==> src/rtl/sp1_pkg.sv <==
// Shared types and constants for the sp1 SPI link (master side).
// No logic here; states, widths and bit-order selection only.
// Backpressure: not applicable.
package sp1_pkg;

    localparam int SP1_DATA_W      = 8;
    localparam int SP1_BIT_W       = 3;
    localparam int SP1_CLK_DIV_DEF = 2;

    // Must stay in line with sp1_s: mosi MSB-first, miso LSB-first.
    localparam bit MOSI_MSB_FIRST = 1'b1;
    localparam bit MISO_LSB_FIRST = 1'b1;

    typedef enum logic [2:0] {
        IDLE,
        SETUP,
        HIGH,
        LOW,
        HOLD
    } sp1_state_t;

    // Receive-register slot for the bit currently being sampled.
    function automatic logic [SP1_BIT_W-1:0] rx_bit_pos(input logic [SP1_BIT_W-1:0] b);
        logic [SP1_BIT_W-1:0] top;
        top = SP1_BIT_W'(SP1_DATA_W - 1);
        return MISO_LSB_FIRST ? b : (top - b);
    endfunction

endpackage

==> src/rtl/sp1_tick.sv <==
// Half-period timer: tick is high in the last clk cycle of each CLK_DIV-cycle window.
// Latency: first tick CLK_DIV-1 cycles after restart drops; free-runs while restart is low.
// Backpressure: none; restart holds the count at zero.
module sp1_tick #(
    parameter int CLK_DIV = 2
) (
    input  logic clk,
    input  logic rst,
    input  logic restart,
    output logic tick
);

    localparam int            CW   = $clog2(CLK_DIV + 1);
    localparam logic [CW-1:0] LAST = CW'(CLK_DIV - 1);

    logic [CW-1:0] cnt;

    assign tick = (cnt == LAST) && !restart;

    always_ff @(posedge clk or posedge rst) begin
        if (rst) begin
            cnt <= '0;
        end else if (restart || tick) begin
            cnt <= '0;
        end else begin
            cnt <= cnt + 1'b1;
        end
    end

endmodule

==> src/rtl/sp1_m.sv <==
// SPI master (CPOL=0) for sp1_s: one 8-bit exchange per accepted start, mosi MSB-first, miso LSB-first.
// Latency: ss low for 18*CLK_DIV cycles; done on the edge ss returns high, m_rece valid with it.
// Backpressure: start is ignored while busy_m=1; a start in the done cycle is accepted.
module sp1_m
    import sp1_pkg::*;
#(
    parameter int CLK_DIV = SP1_CLK_DIV_DEF,
    parameter int DATA_W  = SP1_DATA_W
) (
    input  logic              clk,
    input  logic              rst,
    input  logic              start,
    input  logic [DATA_W-1:0] data_send,
    input  logic              miso,
    output logic              sp_clk,
    output logic              mosi,
    output logic              ss,
    output logic              busy_m,
    output logic              done,
    output logic [DATA_W-1:0] m_rece
);

    localparam logic [SP1_BIT_W-1:0] LAST_BIT = SP1_BIT_W'(DATA_W - 1);

    sp1_state_t           state, state_nxt;
    logic                 tick;
    logic [DATA_W-1:0]    tx_sh;
    logic [DATA_W-1:0]    rx_sh;
    logic [SP1_BIT_W-1:0] bit_cnt;

    // Timer is parked while idle so every transfer starts from a clean half-period.
    sp1_tick #(
        .CLK_DIV (CLK_DIV)
    ) u_tick (
        .clk     (clk),
        .rst     (rst),
        .restart (state == IDLE),
        .tick    (tick)
    );

    always_ff @(posedge clk or posedge rst) begin
        if (rst) begin
            state <= IDLE;
        end else begin
            state <= state_nxt;
        end
    end

    always_comb begin
        state_nxt = state;
        case (state)
            IDLE:    if (start) state_nxt = SETUP;
            SETUP:   if (tick)  state_nxt = HIGH;
            HIGH:    if (tick)  state_nxt = LOW;
            LOW:     if (tick)  state_nxt = (bit_cnt == LAST_BIT) ? HOLD : HIGH;
            HOLD:    if (tick)  state_nxt = IDLE;
            default:            state_nxt = IDLE;
        endcase
    end

    always_ff @(posedge clk or posedge rst) begin
        if (rst) begin
            ss      <= 1'b1;
            sp_clk  <= 1'b0;
            mosi    <= 1'b0;
            busy_m  <= 1'b0;
            done    <= 1'b0;
            m_rece  <= '0;
            tx_sh   <= '0;
            rx_sh   <= '0;
            bit_cnt <= '0;
        end else begin
            done <= 1'b0;
            case (state)
                IDLE: begin
                    if (start) begin
                        tx_sh   <= data_send;
                        rx_sh   <= '0;
                        ss      <= 1'b0;
                        mosi    <= MOSI_MSB_FIRST ? data_send[DATA_W-1] : data_send[0];
                        busy_m  <= 1'b1;
                        bit_cnt <= '0;
                    end
                end
                SETUP: begin
                    if (tick) sp_clk <= 1'b1;
                end
                HIGH: begin
                    // Sample on the same edge that drops sp_clk.
                    if (tick) begin
                        sp_clk                  <= 1'b0;
                        rx_sh[rx_bit_pos(bit_cnt)] <= miso;
                    end
                end
                LOW: begin
                    if (tick && (bit_cnt != LAST_BIT)) begin
                        bit_cnt <= bit_cnt + 1'b1;
                        sp_clk  <= 1'b1;
                        if (MOSI_MSB_FIRST) begin
                            tx_sh <= tx_sh << 1;
                            mosi  <= tx_sh[DATA_W-2];
                        end else begin
                            tx_sh <= tx_sh >> 1;
                            mosi  <= tx_sh[1];
                        end
                    end
                end
                HOLD: begin
                    if (tick) begin
                        ss     <= 1'b1;
                        m_rece <= rx_sh;
                        done   <= 1'b1;
                        busy_m <= 1'b0;
                        mosi   <= 1'b0;
                    end
                end
                default: ;
            endcase
        end
    end

endmodule
==> config.mk <==
export PLATFORM = sky130hd
export DESIGN_NAME = sp1_m
export DESIGN_NICKNAME = d
export VERILOG_FILES = /design/src/rtl/sp1_pkg.sv /design/src/rtl/sp1_tick.sv /design/src/rtl/sp1_m.sv
export SDC_FILE = /design/constraint.sdc
export NUM_CORES = 1
export LEC_CHECK = 0
export BUFFER_PORTS_ARGS = -buffer_cell sky130_fd_sc_hd__buf_4
export CORE_ASPECT_RATIO = 1.5
export CORE_MARGIN = 10
export CORE_UTILIZATION = 60
export DETAILED_ROUTE_END_ITERATION = 10
export PLACE_DENSITY_LB_ADDON = 0.2
export SLEW_MARGIN = 20
export SYNTH_ARGS = -nofsm -noshare
export SYNTH_HDL_FRONTEND = slang
export SYNTH_SLANG_ARGS = --single-unit
==> constraint.sdc <==
create_clock -name clk -period 3.97 [get_ports clk]
set_input_delay 0.794 -clock clk [delete_from_list [all_inputs] [get_ports clk]]
set_output_delay 0.794 -clock clk [all_outputs]
set_load 0.05 [all_outputs]
* Word-level counts from Yosys, hierarchy flattened
Index checks and enable logic that the tools add are counted.
** Storage, ports and cells
- Flip-flop bits (word level) :: 36
- Input bits :: 12
- Output and inout bits :: 13
** Cells by class
- $add $sub $neg :: 2
- Multiplexer cells :: 33
- $lt $le $gt $ge :: 2
- Equality and inequality tests :: 13
- Reductions and logical operators :: 18
** Operators by type and width (number)
- 3-bit two-way mux :: 8
- 8-bit two-way mux :: 2
- 8-bit case mux with 2 select lines :: 1
- 3-bit case mux with 5 select lines :: 1
- 7-bit two-way mux :: 2
- 7-bit case mux with 2 select lines :: 1
- 2-bit != test, second input constant :: 6
- 1-bit two-way mux :: 10
- 3-bit AND reduction :: 3
- 8-bit bitwise mux :: 1
- 4-bit AND reduction :: 2
- 3-bit by 2-bit equality test with 1-bit output, second input constant :: 2
- 3-bit equality test, second input constant :: 2
- 1-bit case mux with 3 select lines :: 2
- 3-bit case mux with 2 select lines :: 1
- 2-bit nonzero test :: 3
- 3-bit nonzero test :: 2
- 5-bit AND reduction :: 1
- 3-bit by 4-bit < comparator with 1-bit output, second input constant :: 1
- 1-bit case mux with 2 select lines :: 2
- 3-bit by 1-bit adder with 3-bit output, second input constant :: 1
- 1-bit demux with 3-bit select :: 1
- 3-bit by 1-bit equality test with 1-bit output, second input constant :: 1
- 3-bit by 1-bit greater-or-equal comparator with 1-bit output, second input constant :: 1
- 9 further kinds :: 11

* Logic depth before layout (Yosys ltp)
Gate-level depths: netlist of run 1.
- Depth after elaboration :: 7
- Depth in mapped cells :: 6
- Gate-level depth less buffers :: 5

* Modules after synthesis
Synthesis of run 1 repeated with hierarchy kept, for this count alone.
** Second synthesis, totals
- Cells, all modules :: 162
- Area, all modules :: 1814.2 µm²
** Modules (own cells, without submodules)
- sp1_m :: instances 1, area an instance 1725.4 µm², cells each 154, sequential area each 852.1 µm²
- sp1_tick :: instances 1, area an instance 88.8 µm², cells each 8, sequential area each 50.0 µm²

* Worst setup path after synthesis of run 1
OpenSTA, ideal clock, no wires.
- Path type :: input -> register
- From :: input port start
- To :: register tx_sh[1]
- Setup time :: 125 ps
- Setup slack :: 2044 ps
- Stages on the path :: 3
- Data arrival time :: 1801 ps
- Data required time :: 3845 ps
- Cells stage by stage :: or3b_4 -> a21oi_4 -> mux2_2
** On the way
- Longest elaborated chain between the ends :: 2
** Ends and longest elaborated chain
- start, declared :: line sp1_m.sv:12 : input logic start,
- 2-bit != test (no source line)
- 3-bit AND reduction (no source line)
- end signal, assigned :: line sp1_m.sv:77 : tx_sh <= data_send;
- end signal, assigned :: line sp1_m.sv:100 : tx_sh <= tx_sh << 1;
- end signal, assigned :: line sp1_m.sv:103 : tx_sh <= tx_sh >> 1;
- end, declared :: line sp1_m.sv:27 : logic [DATA_W-1:0] tx_sh;
Every way passes these cells.
A chain may end at the register's enable or synchronous reset.

* Worst setup path in the final report of run 1
- From :: register bit_cnt[0]
- To :: register tx_sh[1]
** On the way
- Longest elaborated chain between the ends :: 4
** Ends and longest elaborated chain
- start, declared :: line sp1_m.sv:29 : logic [SP1_BIT_W-1:0] bit_cnt;
- start signal, assigned :: line sp1_m.sv:97 : bit_cnt <= bit_cnt + 1'b1;
- 3-bit != test :: line sp1_m.sv:96 : if (tick && (bit_cnt != LAST_BIT)) begin
- 1-bit logical AND :: line sp1_m.sv:96
- 2-bit != test (no source line)
- 3-bit AND reduction (no source line)
Every way passes these cells.

==> results_dict.tcl, run 1 <==
set metrics [dict create \
    ys_seq_elements 36 \
    drtIter0Drc 27 \
    cts_hold_buf 0 \
    antenna_found_initial 0 \
    cts_tree "built" \
    synth_area_per_cell_sq_um 11.6 \
    irDropWorstVdd_mv 0.449 \
    timing.clock.skew_ns 0.00764 \
    critical_path_launch_point "bit_cnt[0]$_DFFE_PP0P_" \
    fillCellCount 204 \
    post_synth_inst_count 155 \
    max_clock_freq_mhz 474 \
    kind_of_critical_path "reg -> reg" \
    grt_first_pass_wirelength_mm 5.77 \
    clock_tree.htree_level_count 2 \
    synth_sequential_area_ratio_pct 50.1 \
    std_cell_rows 24 \
    cts.clk_slew.worst_paths_ns 0.07 \
    die-height_um 87.1 \
    coreArea_sq_mm 0.00288 \
    hpwl_mm 2.45 \
    p_r_area_growth_vs_syn_pct 17.5 \
    fin_ws_ns 1.86 \
    vias_in_the_first_global_route 1289 \
    cts_buffer_depth 2 \
    finalWirelength_mm 3.49 \
    first_pass_iteration_count_of_the_detailed_router 4 \
    drive_gt1_share_pct 34.1 \
    io-pin-count 25 \
    synthTopCellsByCount "dfrtp_1, mux2_2, inv_1" \
    floorplan.die_area_sq_mm 0.00563 \
    fin_setup_tns_ns 0 \
    post_cts.resized_instances 0 \
    mappedNetlistArea_sq_mm 0.00180 \
    drcViolationCount 0 \
    timing_max_transition_violations_final 0 \
    outcome "complete, no violations" \
    synth_warnings 0 \
    cp-start-kind "register" \
    post-place-ws_ns 1.84 \
    chipWidth_um 64.7 \
    synth_top_cells_by_area "dfrtp_1, mux2_2, inv_1" \
    synth_top_cell_by_area "dfrtp_1" \
    numClockSinks 36 \
    nNetsFinal 193 \
    critPathCaptureType "register" \
    finalWeightedCongestion 0.795 \
    p_per_area_mw_per_mm2 641 \
    buffer_ports.inserted 24 \
    timing.max_cap.violations 0 \
    routed_wire_length_per_instance_um 16.0 \
    synthDominantCellAreaShare_pct 48.7 \
    timing.final.setup_violations 0 \
    worst-endpoint-required_ns 4.15 \
    postCtsSetupBuffers 0 \
    unrepaired_setup_endpoints_after_global_routing "false" \
    crit_path_max_fanout 11 \
    worst_skew_pair.late_latency_ns 0.29 \
    worst-endpoint-arrival_ns 2.29 \
    viasPerCell 5.83 \
    antennaDiodeCount 0 \
    initial_cell_density_of_the_core_pct 62.4 \
    synth_async_sr_flop_share_pct 100 \
    yosys.cell_count.top_type "dfrtp_1" \
    leakage_uw 0.000927 \
    timing.hold.worst.class "reg -> reg" \
    grt_util_all_layers_pct 12.9 \
    final_hold_viol_count 0 \
    maximum_number_of_pins_on_one_net_before_global_route_repair 37 \
    timing.hold.worst.start "u_tick.cnt[0]$_DFF_PP0_" \
    grt_overflow_total 0 \
    ant_nets 0 \
    tritoncts.num_buffers 5 \
    relSlewSlack_pct 44.1 \
    final_period_minus_worst_setup_slack_ns 2.11 \
    synth-edff-count 0 \
    synthDistinctLibCells 37 \
    yosys_most_used_dff "dfrtp_1" \
    r2r_start "bit_cnt[0]$_DFFE_PP0P_" \
    finalCritPeriodShare_pct 53.1 \
    max_slew.worst_pin.slew_ns 0.815 \
    root_buffer_selected_by_cts "clkbuf_8" \
    synth_fp_nets 170 \
    totalPowerFinal_uw 1360 \
    routed-via-count 1272 \
]
## worst paths after layout
path                                      endpoint  slack [ns]  cells after the start
min reg2reg                u_tick.cnt[0]$_DFF_PP0_        0.45                      1
max in group asynchronous           ss$_DFFE_PP1P_        3.01                      3
max reg2reg                   tx_sh[1]$_DFFE_PP0P_        1.86                      5
max                           tx_sh[1]$_DFFE_PP0P_        1.86                      5
min                        u_tick.cnt[0]$_DFF_PP0_        0.45                      1
min in group asynchronous     rx_sh[7]$_DFFE_PP0P_        0.61                      3
## critical path, stage by stage, from the launching register on
cell and delay [ns]:
dfrtp_1 0.48, ha_1 0.25, ha_1 0.26, nand4b_1 0.26
a21oi_4 0.37, mux2_2 0.38
## routing by layer
layer	routed length (um)	track usage, %	up-vias	share of wire [%]
li1	-	-	614	-
met1	1310	12.7	622	38
met2	1900	22.8	30	54
met3	218	5.41	6	6.3
met4	61	6.05	0	1.8
met5	0	0	-	0
## placed cells by master (no fill, tap or decap), types with 4 or more instances in the layout
cell / count
dfrtp_1: 35
buf_4: 25
mux2_2: 20
inv_1: 16
o22ai_1: 8
nor2_1: 7
a21oi_1: 7
clkbuf_8: 7
a2111oi_0: 5
nand2_1: 4
nand3b_1: 4
## stage by stage
stage / hold slack [ns] / std cells / utilization (%) / instance area, sq um
5_1_grt: 0.480 / 218 / 73.3 / 2110
6_report: 0.449 / 218 / 73.3 / 2110
2_1_floorplan: 0.415 / 155 / - / 1800
3_5_place_dp: 0.439 / 210 / 68.9 / 1990
3_3_place_gp: 0.426 / 210 / 68.9 / 1990
4_1_cts: 0.452 / 218 / 73.3 / 2110
## state kept, by name, indices dropped and copies added, names as in the netlist
signal	flops
bit_cnt	3
busy_m	1
done	1
m_rece	8
mosi	1
rx_sh	8
sp_clk	1
ss	1
state	3
tx_sh	7
u_tick.cnt	2
## final cells by class
class	count	area [sq um]	share of cell area, %
clock buffer	7	96.3	4.56
clock inverter	1	30.0	1.42
inverter	16	60.1	2.84
multi-input combinational	94	788	37.3
sequential	36	902	42.7
tap	39	48.8	2.31
timing repair buffer	25	188	8.88
## report_power, final
group          internal, uW  leakage, uW  switching (uW)
logic                   195     0.000405             194
registers               470     0.000458             146
clock network           221    0.0000645             127
## cells by family (layout without fill, tap and decap cells)
group                      Yosys count  in the layout  share of synthesized area (%)
DFF                                 36             36                           50.1
and+or+nand+nor                     35             35                           12.9
AOI/OAI and AO/OA                   33             33                           14.6
buffers and inverters               25             49                           6.05
muxes                               23             23                           14.2
adders and majority gates            3              3                           2.09
Note: power is estimated with default switching activity, not from simulation.
==> inputs of run 2 (changes only) <==
--- a/config.mk
+++ b/config.mk
@@ -8,7 +8,7 @@
 export BUFFER_PORTS_ARGS = -buffer_cell sky130_fd_sc_hd__buf_4
 export CORE_ASPECT_RATIO = 1.5
 export CORE_MARGIN = 10
-export CORE_UTILIZATION = 60
+export CORE_UTILIZATION = 51
 export DETAILED_ROUTE_END_ITERATION = 10
 export PLACE_DENSITY_LB_ADDON = 0.2
 export SLEW_MARGIN = 20
==> constraint.sdc (replaced) <==
create_clock -name clk -period 1.8 [get_ports clk]
set_input_delay 0.36 -clock clk [delete_from_list [all_inputs] [get_ports clk]]
set_output_delay 0.36 -clock clk [all_outputs]
set_load 0.05 [all_outputs]
==> results_dict.tcl, run 2 (synthesized netlist as in run 1, its figures left out) <==
set metrics [dict create \
    outcome "complete, no violations" \
    cts_tree "built" \
    timing.hold.worst.class "in -> async" \
    worst-endpoint-required_ns 1.98 \
    cp-start-kind "register" \
    switching_power_uw 1080 \
    power_switching_share_pct 34.4 \
    final_hold_viol_count 0 \
    clock_tree.htree_level_count 2 \
    critPathCaptureType "register" \
    met2WireLength_mm 1.91 \
    crit_path_cell_trace "ha_2 > ha_2 > nand4b_1 > a21oi_4 > buf_12 > mux2_2" \
    max_slew.worst_pin.slew_ns 0.409 \
    unrepaired_setup_endpoints_after_global_routing "false" \
    timing.clock.skew_ns 0.00609 \
    viasPerCell 5.63 \
    buffer_ports.inserted 24 \
    internal-power_uw 2060 \
    p_per_area_mw_per_mm2 1380 \
    cts.clk_slew.worst_paths_ns 0.07 \
    std_cell_rows 26 \
    fin_ws_ns 0.0591 \
    finalCritPeriodShare_pct 96.7 \
    antenna_found_initial 0 \
    kind_of_critical_path "reg -> reg" \
    chipWidth_um 68.5 \
    vias_in_the_first_global_route 1433 \
    timing.final.setup_violations 0 \
    drive_gt1_share_pct 41.1 \
    irDropWorstVdd_mv 0.871 \
    cp_slowest_cell "dfrtp_1" \
    finalWirelength_mm 3.65 \
    share_of_power_burned_in_registers_pct 37.7 \
    routed-via-count 1346 \
    hpwl_mm 2.73 \
    root_buffer_selected_by_cts "clkbuf_8" \
    worst-endpoint-arrival_ns 1.92 \
    post-place-ws_ns -0.0197 \
    fin_setup_tns_ns 0 \
    dpl_cells 229 \
    grt_first_pass_wirelength_mm 6.17 \
    coreArea_sq_mm 0.00342 \
    cts_buffer_depth 2 \
    ant_nets 0 \
    top_regs "m_rece x8, rx_sh x8, tx_sh x7" \
    drtIter0Drc 38 \
    cts_hold_buf 0 \
    worst_skew_pair.late_latency_ns 0.29 \
    max_clock_freq_mhz 574 \
    relSlewSlack_pct 72.0 \
    final_common_cell "buf_4" \
    routed_wire_length_per_instance_um 15.3 \
    finalWeightedCongestion 0.808 \
    numClockSinks 36 \
    io-pin-count 25 \
    power_frac_comb_pct 40.3 \
    grt_util_all_layers_pct 12.4 \
    timing.max_cap.violations 0 \
    worst_path_most_repeated_cell "ha_2" \
    drcViolationCount 0 \
    share_clk_of_total_power_pct 22.0 \
    first_pass_iteration_count_of_the_detailed_router 6 \
    nNetsFinal 211 \
    crit_path_max_fanout 8 \
    initial_cell_density_of_the_core_pct 52.7 \
    tritoncts.num_buffers 5 \
    floorplan.die_area_sq_mm 0.00635 \
    leakage_uw 0.00102 \
    die-height_um 92.7 \
    met1Wirelength_mm 1.41 \
    layout_common_cells "buf_4, dfrtp_1, mux2_2, inv_1, o22ai_1" \
    worst_path_largest_cell_delay_ns 0.39 \
    p_r_area_growth_vs_syn_pct 26.1 \
    met3_length_um 223 \
    final_period_minus_worst_setup_slack_ns 1.74 \
    maximum_number_of_pins_on_one_net_before_global_route_repair 37 \
    antennaDiodeCount 0 \
    grt_overflow_total 0 \
    highest-signal-layer "met4" \
    timing_max_transition_violations_final 0 \
    finalNonFillerCells 239 \
]
run 2: repair_timing:
item                                    in CTS  in global routing
endpoints found under the setup margin       6                  7
pin swaps                                    1                  2
cloned                                       0                  0
resized for setup                            0                  6
setup buffers                                1                  1
endpoints found under the hold margin        0                  0
run 2: worst paths after layout:
| path | from | cells after the start | slack [ns] | to |
|---|---|---|---|---|
| setup / recovery | bit_cnt[1]$_DFFE_PP0P_ | 6 | 0.06 | tx_sh[3]$_DFFE_PP0P_ |
| hold / removal | rst | 3 | 0.17 | rx_sh[5]$_DFFE_PP0P_ |
| setup reg to reg | bit_cnt[1]$_DFFE_PP0P_ | 6 | 0.06 | tx_sh[3]$_DFFE_PP0P_ |
| hold reg to reg | u_tick.cnt[0]$_DFF_PP0_ | 1 | 0.46 | u_tick.cnt[0]$_DFF_PP0_ |
| max in group asynchronous | rst | 3 | 1.29 | ss$_DFFE_PP1P_ |
| min in group clk | data_send[0] | 3 | 0.32 | tx_sh[0]$_DFFE_PP0P_ |
run 2: per-stage QoR:
stage                     utilization, %  hold WS [ns]  total power (uW)  area [sq um]
after CTS                           65.2         0.180              3110          2230
final                               66.4         0.172              3140          2270
after floorplan                        -         0.415              2040          1800
after global placement              61.9         0.429              2320          2110
after detailed placement            61.9         0.434              2400          2110
after global routing                66.4         0.204              3340          2270
run 2: final cells by class:
class / instances / area [sq um]
Clock buffer: 6 / 72.6
Multi-Input combinational cell: 94 / 811
Sequential cell: 36 / 902
Clock inverter: 2 / 35.0
Tap cell: 42 / 52.6
Inverter: 16 / 60.1
Timing Repair Buffer: 43 / 335
Fill cell: 279 / 1150
run 2: routing by layer:
| layer | vias to the layer above | GRT usage (%) |
|---|---|---|
| li1 | 647 | - |
| met1 | 654 | 12.1 |
| met3 | 12 | 4.22 |
| met4 | 0 | 7.58 |
| met5 | - | 0 |
| met2 | 33 | 21.1 |
run 2: critical path: cells and delay by family, from the launching register on:
kind,cells,cell delay (ns)
fa+ha+maj,2,0.36
compound gates,1,0.20
buf+inv,1,0.14
simple gates,1,0.22
mux,1,0.32
flops,1,0.39
run 2: power groups by stage:
stage | clock (uW) | combinational, uW | sequential (uW)
6_report | 690 | 1260 | 1180
3_5_place_dp | 0 | 1210 | 1200
4_1_cts | 710 | 1210 | 1180
5_1_grt | 734 | 1390 | 1210
2_1_floorplan | 0 | 787 | 1250
3_3_place_gp | 0 | 1140 | 1190
